==> src/rtl/requant_round_sat.sv <==
// ---------------------------------------------------------------------------
// requant_round_sat
//
// Purpose:
//   Sits behind the quantization right shifter. Takes its signed fixed-point
//   result (TAIL_BIT fractional bits), rounds it half toward +infinity,
//   saturates the integer into the signed OUT_WIDTH activation range and
//   streams it to the output buffer over valid/ready. The block is a
//   two-stage elastic pipeline: stage 1 rounds, stage 2 saturates. A sticky
//   saturation-event counter is provided for debug and calibration.
//
// Build option:
//   RQ_RELU_EN - when defined, stage 2 clamps negative rounded values to 0
//                before the range check. ReLU clipping does not count as a
//                saturation event; only overflow above MAX does.
//
// Parameters:
//   IN_WIDTH  - width of the signed input (matches the shifter output)
//   TAIL_BIT  - fractional bits carried by i_data, 1..IN_WIDTH-2
//   OUT_WIDTH - width of the signed output
//   CNT_WIDTH - width of the saturation counter
//
// Ports:
//   i_clk      clock, rising edge
//   i_rstn     asynchronous active-low reset, discards in-flight data
//   i_valid    upstream data valid
//   o_ready    block can accept i_data this cycle (combinational from i_ready)
//   i_data     signed fixed-point input
//   i_last     tile-last flag, travels with its data
//   i_clr_cnt  synchronous clear of o_sat_cnt, wins over an increment
//   o_valid    output data valid
//   i_ready    downstream ready
//   o_data     rounded, saturated result
//   o_last     i_last of the element currently on o_data
//   o_sat_cnt  number of saturated outputs delivered, sticks at all-ones
// ---------------------------------------------------------------------------
module requant_round_sat #(
    parameter int IN_WIDTH  = 15,
    parameter int TAIL_BIT  = 5,
    parameter int OUT_WIDTH = 8,
    parameter int CNT_WIDTH = 16
) (
    input  logic                        i_clk,
    input  logic                        i_rstn,
    input  logic                        i_valid,
    output logic                        o_ready,
    input  logic signed [IN_WIDTH-1:0]  i_data,
    input  logic                        i_last,
    input  logic                        i_clr_cnt,
    output logic                        o_valid,
    input  logic                        i_ready,
    output logic signed [OUT_WIDTH-1:0] o_data,
    output logic                        o_last,
    output logic [CNT_WIDTH-1:0]        o_sat_cnt
);

    // Rounded integer width: one guard bit on top of the input, minus the
    // fractional bits that rounding removes.
    localparam int R1W = IN_WIDTH + 1 - TAIL_BIT;

    // Compare width: wide enough to hold both r1 and the output range with
    // a sign bit to spare, so the range check never wraps whatever the
    // parameter mix is.
    localparam int CW = ((R1W > OUT_WIDTH) ? R1W : OUT_WIDTH) + 1;

    // Half an LSB of the integer result, added before truncation.
    localparam logic [IN_WIDTH:0] HALF = (IN_WIDTH + 1)'(1) << (TAIL_BIT - 1);

    // Output range limits, sign-extended to the compare width.
    localparam logic signed [CW-1:0] SAT_MAX =
        $signed({{(CW - OUT_WIDTH + 1){1'b0}}, {(OUT_WIDTH - 1){1'b1}}});
    localparam logic signed [CW-1:0] SAT_MIN =
        $signed({{(CW - OUT_WIDTH + 1){1'b1}}, {(OUT_WIDTH - 1){1'b0}}});

    localparam logic [CNT_WIDTH-1:0] CNT_TOP = '1;

    generate
        if (TAIL_BIT < 1 || TAIL_BIT > IN_WIDTH - 2) begin : g_bad_tail
            $error("requant_round_sat: TAIL_BIT must be in 1..IN_WIDTH-2");
        end
    endgenerate

    // -----------------------------------------------------------------------
    // Pipeline control
    // -----------------------------------------------------------------------
    logic s1_valid;
    logic s2_valid;
    logic adv1;
    logic adv2;

    // A stage may load when it is empty or its contents move on this cycle.
    assign adv2    = !s2_valid || i_ready;
    assign adv1    = !s1_valid || adv2;
    assign o_ready = adv1;

    // -----------------------------------------------------------------------
    // Stage 1: round half toward +infinity
    // -----------------------------------------------------------------------
    logic [IN_WIDTH:0]   sum;
    logic [R1W-1:0]      r1;
    logic                unused_frac;
    logic signed [R1W-1:0] s1_r1;
    logic                s1_last;

    // Sign-extend by one bit so adding HALF to the largest input cannot
    // overflow. Taking the bits above the fraction is the arithmetic shift
    // right by TAIL_BIT, truncated to R1W.
    assign sum = {i_data[IN_WIDTH-1], i_data} + HALF;
    assign r1  = sum[IN_WIDTH:TAIL_BIT];

    // Fraction bits are intentionally discarded after rounding.
    assign unused_frac = ^sum[TAIL_BIT-1:0];

    always_ff @(posedge i_clk or negedge i_rstn) begin
        if (!i_rstn) begin
            s1_valid <= 1'b0;
            s1_r1    <= '0;
            s1_last  <= 1'b0;
        end else begin
            if (adv1) begin
                s1_valid <= i_valid;
            end
            if (adv1 && i_valid) begin
                s1_r1   <= $signed(r1);
                s1_last <= i_last;
            end
        end
    end

    // -----------------------------------------------------------------------
    // Stage 2: optional ReLU, then saturate to the OUT_WIDTH range
    // -----------------------------------------------------------------------
    logic signed [CW-1:0]        r1_x;
    logic signed [CW-1:0]        r1_c;
    logic signed [OUT_WIDTH-1:0] sat_data;
    logic                        sat_flag;

    logic signed [OUT_WIDTH-1:0] s2_data;
    logic                        s2_last;
    logic                        s2_sat;

    assign r1_x = {{(CW - R1W){s1_r1[R1W-1]}}, s1_r1};

`ifdef RQ_RELU_EN
    // Negative activations clip to zero; this is not a saturation event.
    assign r1_c = r1_x[CW-1] ? '0 : r1_x;
`else
    assign r1_c = r1_x;
`endif

    always_comb begin
        sat_data = r1_c[OUT_WIDTH-1:0];
        sat_flag = 1'b0;
        if (r1_c > SAT_MAX) begin
            sat_data = SAT_MAX[OUT_WIDTH-1:0];
            sat_flag = 1'b1;
        end else if (r1_c < SAT_MIN) begin
            sat_data = SAT_MIN[OUT_WIDTH-1:0];
            sat_flag = 1'b1;
        end
    end

    always_ff @(posedge i_clk or negedge i_rstn) begin
        if (!i_rstn) begin
            s2_valid <= 1'b0;
            s2_data  <= '0;
            s2_last  <= 1'b0;
            s2_sat   <= 1'b0;
        end else begin
            if (adv2) begin
                s2_valid <= s1_valid;
            end
            // Holding the payload when not advancing keeps o_data/o_last
            // stable through a downstream stall.
            if (adv2 && s1_valid) begin
                s2_data <= sat_data;
                s2_last <= s1_last;
                s2_sat  <= sat_flag;
            end
        end
    end

    assign o_valid = s2_valid;
    assign o_data  = s2_data;
    assign o_last  = s2_last;

    // -----------------------------------------------------------------------
    // Saturation-event counter: counts delivered saturated outputs, sticks at
    // all-ones so a long calibration run never reads back a small value.
    // -----------------------------------------------------------------------
    logic out_xfer;

    assign out_xfer = s2_valid && i_ready;

    always_ff @(posedge i_clk or negedge i_rstn) begin
        if (!i_rstn) begin
            o_sat_cnt <= '0;
        end else if (i_clr_cnt) begin
            o_sat_cnt <= '0;
        end else if (out_xfer && s2_sat && (o_sat_cnt != CNT_TOP)) begin
            o_sat_cnt <= o_sat_cnt + 1'b1;
        end
    end

endmodule

==> config.mk <==
export PLATFORM = sky130hd
export DESIGN_NAME = requant_round_sat
export DESIGN_NICKNAME = d
export VERILOG_FILES = /design/src/rtl/requant_round_sat.sv
export SDC_FILE = /design/constraint.sdc
export NUM_CORES = 1
export LEC_CHECK = 0
export ABC_AREA = 1
export CAP_MARGIN = 15
export CORE_AREA = 2 2 74 76
export CTS_CLUSTER_DIAMETER = 200
export DETAILED_ROUTE_END_ITERATION = 16
export DIE_AREA = 0 0 76 78
export DONT_BUFFER_PORTS = 1
export SYNTH_ARGS = -nofsm -noshare
export SYNTH_HDL_FRONTEND = slang
export SYNTH_SLANG_ARGS = --single-unit
export TNS_END_PERCENT = 1
==> constraint.sdc <==
create_clock -name i_clk -period 2.05 [get_ports i_clk]
set_clock_uncertainty 0.15 [all_clocks]
set_input_delay 0.205 -clock i_clk [delete_from_list [all_inputs] [get_ports i_clk]]
set_output_delay 0.205 -clock i_clk [all_outputs]
set_load 0.05 [all_outputs]
==> impl_metrics.csv, run 1 <==
group,metric,value,unit
status,status,"finished, final reports clean",
clock_tree,cts_tree,"yes",
sta,tns,0,ps
sta,max_freq,0.547,GHz
power,pwr_density_cell,832,nW/um^2
sta,rsz0062_at_grt,"no",
setup_path,worst-endpoint-arrival,1910,ps
cells_and_area,syn_to_final_growth,23.4,%
cells_and_area,fillers,522,
sta,maxSlewHeadroom,60.7,%
floorplanning,fp.dieH,78,um
power,leakage,1.27,nW
min_path,hp-start,"i_data[12]",
routing,wl_per_cell,12.3,um
synth,syn_inst,286,
global_route,grt_max_degree,41,
place,place_inst,372,
global_route,grt_use_total,18.8,%
cells_and_area,stdcell_count,396,
clock_tree,htree_num_levels,2,
clock_tree,path_clk_slew,80,ps
setup_path,critPathRequiredTime,2130,ps
clock_tree,clock_latency,290,ps
synth,ys_seq_elements,40,
sta,tightest_slew,590,ps
clock_tree,cts.sinks,40,
setup_path,critical_path_class,"flop to flop",
setup_path,critPathBufInv,2,
routing,wirelength,4.88,mm
synth,yosysUniqueCellTypes,24,
global_route,grt_pass1_vias,2047,
setup_path,r2r-start,"o_sat_cnt[0]",
floorplanning,die-width,76,um
global_route,grt_antenna_before_repair,0,
place,dp_hpwl,3.46,mm
flow_run,maxCapViolations,0,
cells_and_area,multi_input_area,1030,um^2
floorplanning,initial_utilization,42.7,%
place,globalplace.congestion,0.818,
routing,vias,1970,
floorplanning,die-area,5930,um^2
sta,fin_crit,1830,ps
cells_and_area,antennaDiodeCount,0,
clock_tree,cts_buffers,5,
global_route,grt_pass1_wl,8.94,mm
global_route,overflow,0,
setup_path,crit_fanout,16,
synth,synth_nets,309,
cells_and_area,regArea,1000,um^2
floorplanning,io_pins,48,
sta,setup_viol,0,
clock_tree,cts_setup_buffers,0,
clock_tree,root_buffer,"clkbuf_8",
setup_path,worstPathCellList,"ha_1 -> nand3_1 -> inv_2 -> nand2_2 -> nor2_4 -> nor2_4 -> buf_4 -> nand4_1 -> nand2_1",
routing,drc,0,
setup_path,startpoint,"o_sat_cnt[0]",
sta,fin_hold_ws,19.7,ps
setup_path,crit_top_cell,"nor2_4",
synth,syn_area_per_cell,7.52,um^2
power,power,0.00221,W
cells_and_area,stdcell_area,2660,um^2
clock_tree,hold_buffers,16,
setup_path,start_kind,"flop",
setup_path,cp_top_family,"simple AND/OR/NAND/NOR gates",
place,port_buffers,0,
routing,drtIter0Drc,79,
sta,maxSlewViolCount,0,
synth,synth-seq-area-share,46.5,%
synth,yosys_warnings,0,
routing,dr.pass1.iters,4,
clock_tree,clockBufferDepth,2,
routing,ant_nets,0,
sta,hold_viol,0,
cells_and_area,layout.nets,348,
place,placed_area,2370,um^2
cells_and_area,drive_gt1_share,12.3,%
min_path,min_path_type,"input pin to flop",
clock_tree,cts_resized,0,
power,max-vdd-ir-drop,0.000341,V
setup_path,end_kind,"flop",
floorplanning,rows,26,
sta,layout_worst_path_cycle_share,89.3,%
setup_path,cp_slowest_cell,"dfrtp_1",
floorplanning,core,5040,um^2
routing,viasPerCell,4.97,
setup_path,crit_path_max_incr_delay,390,ps
synth,synth_area,2150,um^2
==> power breakdown <==
group | leakage (nW) | internal [W] | switching [W]
Sequential | 0.515 | 0.000901 | 0.000303
Clock | 0.0541 | 0.000360 | 0.000283
Combinational | 0.705 | 0.000130 | 0.000232
==> Yosys cell counts <==
library cell	count	area, um^2
buf_4	1	7.51
o21bai_1	3	22.5
nor3_1	1	5.00
nor2_8	1	20.0
inv_1	22	82.6
o211ai_1	1	7.51
nand3_1	21	105
buf_2	1	5.00
nor2_4	3	33.8
nor2_1	32	120
xnor2_1	2	17.5
inv_2	1	3.75
dfrtp_1	40	1000
nand4_1	17	106
a21oi_1	2	10.0
nand2_1	103	387
nand2_2	1	6.26
ha_1	2	25.0
o21ai_0	20	100
clkbuf_1	3	11.3
or2_2	2	12.5
nand3b_1	2	15.0
buf_6	1	11.3
xor2_1	4	35.0
==> flip-flops by register name, summed over array words and instances (netlist names) <==
name       count
s1_last        1
o_sat_cnt     16
o_last         1
o_data         8
s2_sat         1
o_valid        1
s1_valid       1
s1_r1         11
==> final timing paths <==
kind / cells past startpoint / end / slack (ps)
min in group asynchronous: 2 / o_sat_cnt[1] / 230
max: 9 / o_sat_cnt[8] / 220
min: 3 / s1_r1[7] / 20
max reg2reg: 9 / o_sat_cnt[8] / 220
min reg2reg: 2 / s1_r1[5] / 340
max in group asynchronous: 2 / o_last / 1320
==> stage by stage <==
step	utilization (%)	setup WS, ps
global route	52.7	60.5
detailed placement	47.1	242
CTS	52.7	213
global placement	47.1	248
finish	52.7	220
floorplan	-	-16.4
==> cell type report <==
class | count | area share, %
clock buffers | 5 | 2.59
clock inverters | 3 | 1.60
inverters | 23 | 3.25
multi-input cells | 217 | 38.9
flip-flops and latches | 40 | 37.7
well taps | 70 | 3.30
repair buffers | 38 | 12.6
==> logic make-up after synthesis <==
kind of cell | after synthesis | synth area share, %
buffers and inverters | 29 | 5.64
adder cells (fa/ha/maj) | 2 | 1.16
AND/OR/NAND/NOR | 183 | 37.7
flip-flops | 40 | 46.5
AO/OA/AOI/OAI | 26 | 6.52
XOR/XNOR | 6 | 2.44
==> worst reg2reg max path, stage by stage, from the launching register on <==
cell and delay, ps:
dfrtp_1 390, ha_1 260, nand3_1 160, inv_2 80, nand2_2 90, nor2_4 50, nor2_4 140, buf_4 250
nand4_1 100, nand2_1 100
==> cells in the final DEF (no fill, tap or decap), drive strengths merged <==
| cell | n |
|---|---|
| inv | 23 |
| xnor2 | 2 |
| nand2 | 104 |
| ha | 2 |
| bufinv | 1 |
| or2 | 2 |
| buf | 23 |
| clkinvlp | 1 |
| o21bai | 3 |
| o211ai | 1 |
| nand4 | 17 |
| clkbuf | 5 |
| clkinv | 1 |
| o21ai | 20 |
| nand3b | 2 |
| a21oi | 2 |
| nor3 | 1 |
| dfrtp | 40 |
| nand3 | 21 |
| dlygate4sd3 | 15 |
| nor2 | 36 |
| xor2 | 4 |
==> per-layer routing <==
layer	vias to the layer above	track usage, %	share of wire [%]
li1	1006	-	-
met1	922	21.2	43
met2	38	34.3	51
met3	4	5.23	4.9
met4	0	6.00	1.3
met5	-	0	0
(Power assumes the default switching activity.)
==> run 2: changes to the inputs <==
==> constraint.sdc (replaced) <==
create_clock -name i_clk -period 2 [get_ports i_clk]
set_clock_uncertainty 0.15 [all_clocks]
set_input_delay 0.2 -clock i_clk [delete_from_list [all_inputs] [get_ports i_clk]]
set_output_delay 0.2 -clock i_clk [all_outputs]
set_load 0.05 [all_outputs]
==> impl_metrics.csv, run 2 (same netlist as run 1, synthesis figures left out) <==
group,metric,value,unit
status,status,"finished, final reports clean",
min_path,hp-start,"i_data[12]",
place,dp_hpwl,3.44,mm
floorplanning,initial_utilization,42.7,%
cells_and_area,stdcell_count,396,
flow_run,maxCapViolations,0,
sta,fin_crit,1830,ps
power,power,0.00227,W
cells_and_area,mostFrequentLayoutCells,"103 x nand2_1, 40 x dfrtp_1, 32 x nor2_1",
floorplanning,io_pins,48,
sta,setup_viol,0,
clock_tree,path_clk_slew,80,ps
clock_tree,clockBufferDepth,2,
sta,setup_ws,167,ps
setup_path,cp_slowest_cell,"dfrtp_1",
global_route,grt_max_degree,41,
routing,wl_met1,2.05,mm
sta,rsz0062_at_grt,"no",
place,placed_area,2370,um^2
routing,wl_per_cell,12.4,um
routing,drc,0,
setup_path,r2r_end,"o_sat_cnt[6]",
setup_path,critPathBufInv,2,
clock_tree,root_buffer,"clkbuf_8",
setup_path,critical_path_class,"flop to flop",
sta,hold_viol,0,
cells_and_area,syn_to_final_growth,23.4,%
routing,routed-wl-met3,284,um
place,globalplace.congestion,0.818,
floorplanning,die-width,76,um
global_route,grt_pass1_vias,2021,
clock_tree,htree_num_levels,2,
place,port_buffers,0,
routing,dr.pass1.iters,4,
clock_tree,clock_latency,290,ps
min_path,min_path_type,"input pin to flop",
global_route,grt_pass1_wl,8.74,mm
setup_path,end_kind,"flop",
global_route,grt_use_total,18.4,%
floorplanning,fp.dieH,78,um
sta,maxSlewHeadroom,61.3,%
routing,met2_length,2.51,mm
clock_tree,cts_setup_buffers,0,
global_route,grt_antenna_before_repair,0,
setup_path,critPathRequiredTime,2080,ps
routing,wirelength,4.91,mm
setup_path,cp_top_family,"simple AND/OR/NAND/NOR gates",
routing,vias,1974,
place,detailedPlace.worstSlack,189,ps
routing,ant_nets,0,
routing,top_layer,"met4",
setup_path,worstRegToRegCells,9,
min_path,min_to,"s1_r1[7]",
floorplanning,rows,26,
cells_and_area,antennaDiodeCount,0,
clock_tree,cts_buffers,5,
clock_tree,cts.sinks,40,
cells_and_area,layout.nets,348,
setup_path,crit_fanout,16,
power,leakage,1.27,nW
setup_path,start_kind,"flop",
cells_and_area,final_common_cell,"nand2_1",
sta,max_freq,0.546,GHz
sta,layout_worst_path_cycle_share,91.6,%
sta,tns,0,ps
place,place_inst,372,
clock_tree,cts_tree,"yes",
power,pwr_density_cell,853,nW/um^2
routing,drtIter0Drc,72,
min_path,holdPathStages,3,
setup_path,r2r-start,"o_sat_cnt[0]",
cells_and_area,largest_register_ffs,16,
power,max-vdd-ir-drop,0.000402,V
sta,tightest_slew,580,ps
cells_and_area,stdcell_area,2660,um^2
cells_and_area,drive_gt1_share,12.3,%
global_route,overflow,0,
setup_path,worst-endpoint-arrival,1920,ps
setup_path,crit_path_max_incr_delay,390,ps
cells_and_area,largest_register,"o_sat_cnt",
setup_path,rrSetupSlack,170,ps
routing,viasPerCell,4.98,
floorplanning,die-area,5930,um^2
floorplanning,core,5040,um^2
sta,maxSlewViolCount,0,
setup_path,worstPathCellList,"ha_1 -> nand3_1 -> inv_2 -> nand2_2 -> nor2_4 -> nor2_4 -> buf_4 -> nand3_1 -> nand2_1",
run 2: worst max-delay path by stage:
| stage | from | end | slack, ps | cells past startpoint |
|---|---|---|---|---|
| after floorplan | o_sat_cnt[0] | o_sat_cnt[2] | -70 | 10 |
| after global placement | o_sat_cnt[0] | o_sat_cnt[8] | 200 | 9 |
| after detailed placement | o_sat_cnt[0] | o_sat_cnt[2] | 190 | 9 |
| after CTS | o_sat_cnt[0] | o_sat_cnt[2] | 170 | 9 |
| after global routing | o_sat_cnt[0] | o_sat_cnt[12] | 10 | 9 |
| final | o_sat_cnt[0] | o_sat_cnt[6] | 170 | 9 |
run 2: routing by layer:
metal  up-vias  global-route usage, %
met5         -                      0
met4         0                   7.27
met3         6                   5.81
met2        48                   33.7
met1       913                   19.7
li1       1007                      -
run 2: power by group:
part / switching, W / total [W] / internal (W)
combinational: 0.000238 / 0.000372 / 0.000133
clock: 0.000290 / 0.000659 / 0.000369
sequential: 0.000311 / 0.00123 / 0.000923
run 2: cell type report:
class	count	area, um^2
Fill cell	491	2390
Multi-Input combinational cell	217	1030
Tap cell	70	87.6
Timing Repair Buffer	38	335
Clock inverter	3	42.5
Sequential cell	40	1000
Clock buffer	5	68.8
Inverter	23	86.3
run 2: tightest hold or removal path: stages:
cell,delay (ps)
o21bai_1,90
nand3_1,80
nand2_1,60
run 2: timing repair:
item | CTS | global route
gates resized for setup | 0 | 0
endpoints found under the hold margin | 69 | 0
hold buffers | 16 | 0
endpoints found under the setup margin | 0 | 0
run 2: through the flow:
stage | utilization (%) | hold slack [ps]
after CTS | 52.7 | 2.30
final | 52.7 | 17.8
after detailed placement | 47.1 | -245
after global routing | 52.7 | 22.3
after global placement | 47.1 | -245
after floorplan | - | -246
==> run 3: changes to the inputs <==
--- a/config.mk
+++ b/config.mk
@@ -7,11 +7,12 @@
 export LEC_CHECK = 0
 export ABC_AREA = 1
 export CAP_MARGIN = 15
-export CORE_AREA = 2 2 74 76
+export CORE_AREA = 2 2 62 64
 export CTS_CLUSTER_DIAMETER = 200
 export DETAILED_ROUTE_END_ITERATION = 16
-export DIE_AREA = 0 0 76 78
+export DIE_AREA = 0 0 64 66
 export DONT_BUFFER_PORTS = 1
+export PLACE_DENSITY = 0.77
 export SYNTH_ARGS = -nofsm -noshare
 export SYNTH_HDL_FRONTEND = slang
 export SYNTH_SLANG_ARGS = --single-unit
==> impl_metrics.csv, run 3 (same netlist as run 1, synthesis figures left out) <==
group,metric,value,unit
status,status,"finished, final reports clean",
min_path,min_path_type,"input pin to flop",
global_route,grt_antenna_before_repair,0,
place,dp_hpwl,3.29,mm
sta,hold_viol,0,
setup_path,crit_fanout,7,
cells_and_area,mostFrequentLayoutCells,"103 x nand2_1, 40 x dfrtp_1, 32 x nor2_1",
clock_tree,cts.sinks,40,
sta,rsz0062_at_grt,"no",
global_route,overflow,0,
place,placed_area,2350,um^2
routing,dr.pass1.iters,8,
setup_path,cp_slowest_cell,"dfrtp_1",
setup_path,cp_top_family,"simple AND/OR/NAND/NOR gates",
cells_and_area,fin_util,73.9,%
clock_tree,cts_tree,"yes",
routing,ant_nets,0,
sta,fin_hold_ws,19.7,ps
global_route,grt_use_total,25.6,%
sta,setup_viol,0,
cells_and_area,antennaDiodeCount,0,
power,leakage,1.27,nW
setup_path,r2r-start,"o_sat_cnt[0]",
cells_and_area,fillers,266,
power,max-vdd-ir-drop,0.000523,V
clock_tree,clockBufferDepth,2,
setup_path,critPathBufInv,2,
floorplanning,initial_utilization,60.6,%
routing,wl_per_cell,12.9,um
setup_path,startpoint,"o_sat_cnt[0]",
sta,tightest_slew,568,ps
flow_run,maxCapViolations,0,
routing,wirelength,4.88,mm
cells_and_area,stdcell_area,2630,um^2
power,pwr_density_cell,787,nW/um^2
setup_path,crit_path_max_incr_delay,400,ps
place,port_buffers,0,
place,place_inst,350,
routing,drtIter0Drc,179,
clock_tree,clock_latency,350,ps
global_route,grt_pass1_wl,8.38,mm
floorplanning,io_pins,48,
setup_path,crit_top_cell,"nor2_4",
setup_path,worstPathCellList,"ha_1 -> nand3_2 -> inv_2 -> nand2_2 -> nor2_4 -> nor2_4 -> buf_4 -> nand4_1 -> nand2_1",
routing,viasPerCell,5.37,
clock_tree,root_buffer,"clkbuf_4",
setup_path,critPathRequiredTime,2150,ps
setup_path,worst-endpoint-arrival,1970,ps
setup_path,end_kind,"flop",
cells_and_area,drive_gt1_share,12.7,%
global_route,grt_max_degree,41,
sta,fin_crit,1830,ps
floorplanning,fp.dieH,66,um
cells_and_area,stdcell_count,378,
setup_path,critical_path_class,"flop to flop",
sta,tns,0,ps
floorplanning,die-area,4220,um^2
clock_tree,cts_buffers,5,
clock_tree,path_clk_slew,120,ps
cells_and_area,final_common_cell,"nand2_1",
sta,maxSlewHeadroom,62.1,%
cells_and_area,syn_to_final_growth,22.0,%
floorplanning,core,3550,um^2
global_route,grt_pass1_vias,1873,
cells_and_area,largest_register,"o_sat_cnt",
floorplanning,die-width,64,um
min_path,hp-start,"i_ready",
sta,maxSlewViolCount,0,
setup_path,start_kind,"flop",
cells_and_area,largest_register_ffs,16,
cells_and_area,layout.nets,352,
routing,vias,2030,
sta,max_freq,0.547,GHz
place,globalplace.congestion,0.914,
clock_tree,htree_num_levels,2,
sta,layout_worst_path_cycle_share,91.3,%
floorplanning,rows,22,
routing,drc,0,
run 3: power by group:
part | total [W] | switching [W] | internal (W)
logic | 0.000387 | 0.000244 | 0.000143
clock network | 0.000446 | 0.000275 | 0.000171
registers | 0.00123 | 0.000310 | 0.000923
total | 0.00207 | 0.000829 | 0.00124
run 3: stage by stage:
stage / setup slack, ps / total power [W]
floorplan: -66.4 / 0.00149
global placement: 172 / 0.00157
detailed placement: 126 / 0.00158
CTS: 110 / 0.00207
global route: 72.7 / 0.00217
finish: 173 / 0.00207
run 3: final timing paths:
path	depth (start not counted)	end	slack (ps)
max	9	o_sat_cnt[7]	170
max reg2reg	9	o_sat_cnt[7]	170
min in group asynchronous	2	o_sat_cnt[6]	150
max in group asynchronous	2	s1_r1[8]	1340
min reg2reg	2	s1_r1[1]	350
min	4	o_sat_cnt[12]	20
run 3: worst register-to-register path, cell delays in order (launching register included):
cell and delay [ps]:
dfrtp_1 400, ha_1 260, nand3_2 130, inv_2 70, nand2_2 90, nor2_4 50
nor2_4 250, buf_4 200, nand4_1 80, nand2_1 90
run 3: layer usage:
layer	track usage, %	share of wire [%]
met5	0	0
met4	9.78	0.57
met3	7.50	8.0
met2	46.2	53
met1	28.4	39
run 3: final cells by class:
type                    instances  area [um^2]  share of cell area [%]
inverters                      23         86.3                    3.29
flip-flops and latches         40         1000                    38.1
multi-input cells             217         1040                    39.6
repair buffers                 42          373                    14.2
clock inverters                 2         15.0                   0.572
clock buffers                   6         51.3                    1.95
well taps                      48         60.1                    2.29
run 3: what timing repair did:
| item | CTS | global route |
|---|---|---|
| endpoints found under the setup margin | 0 | 1 |
| setup buffers | 0 | 1 |
| hold endpoints to repair | 69 | 0 |
| resized for setup | 0 | 1 |
| hold buffers | 19 | 0 |
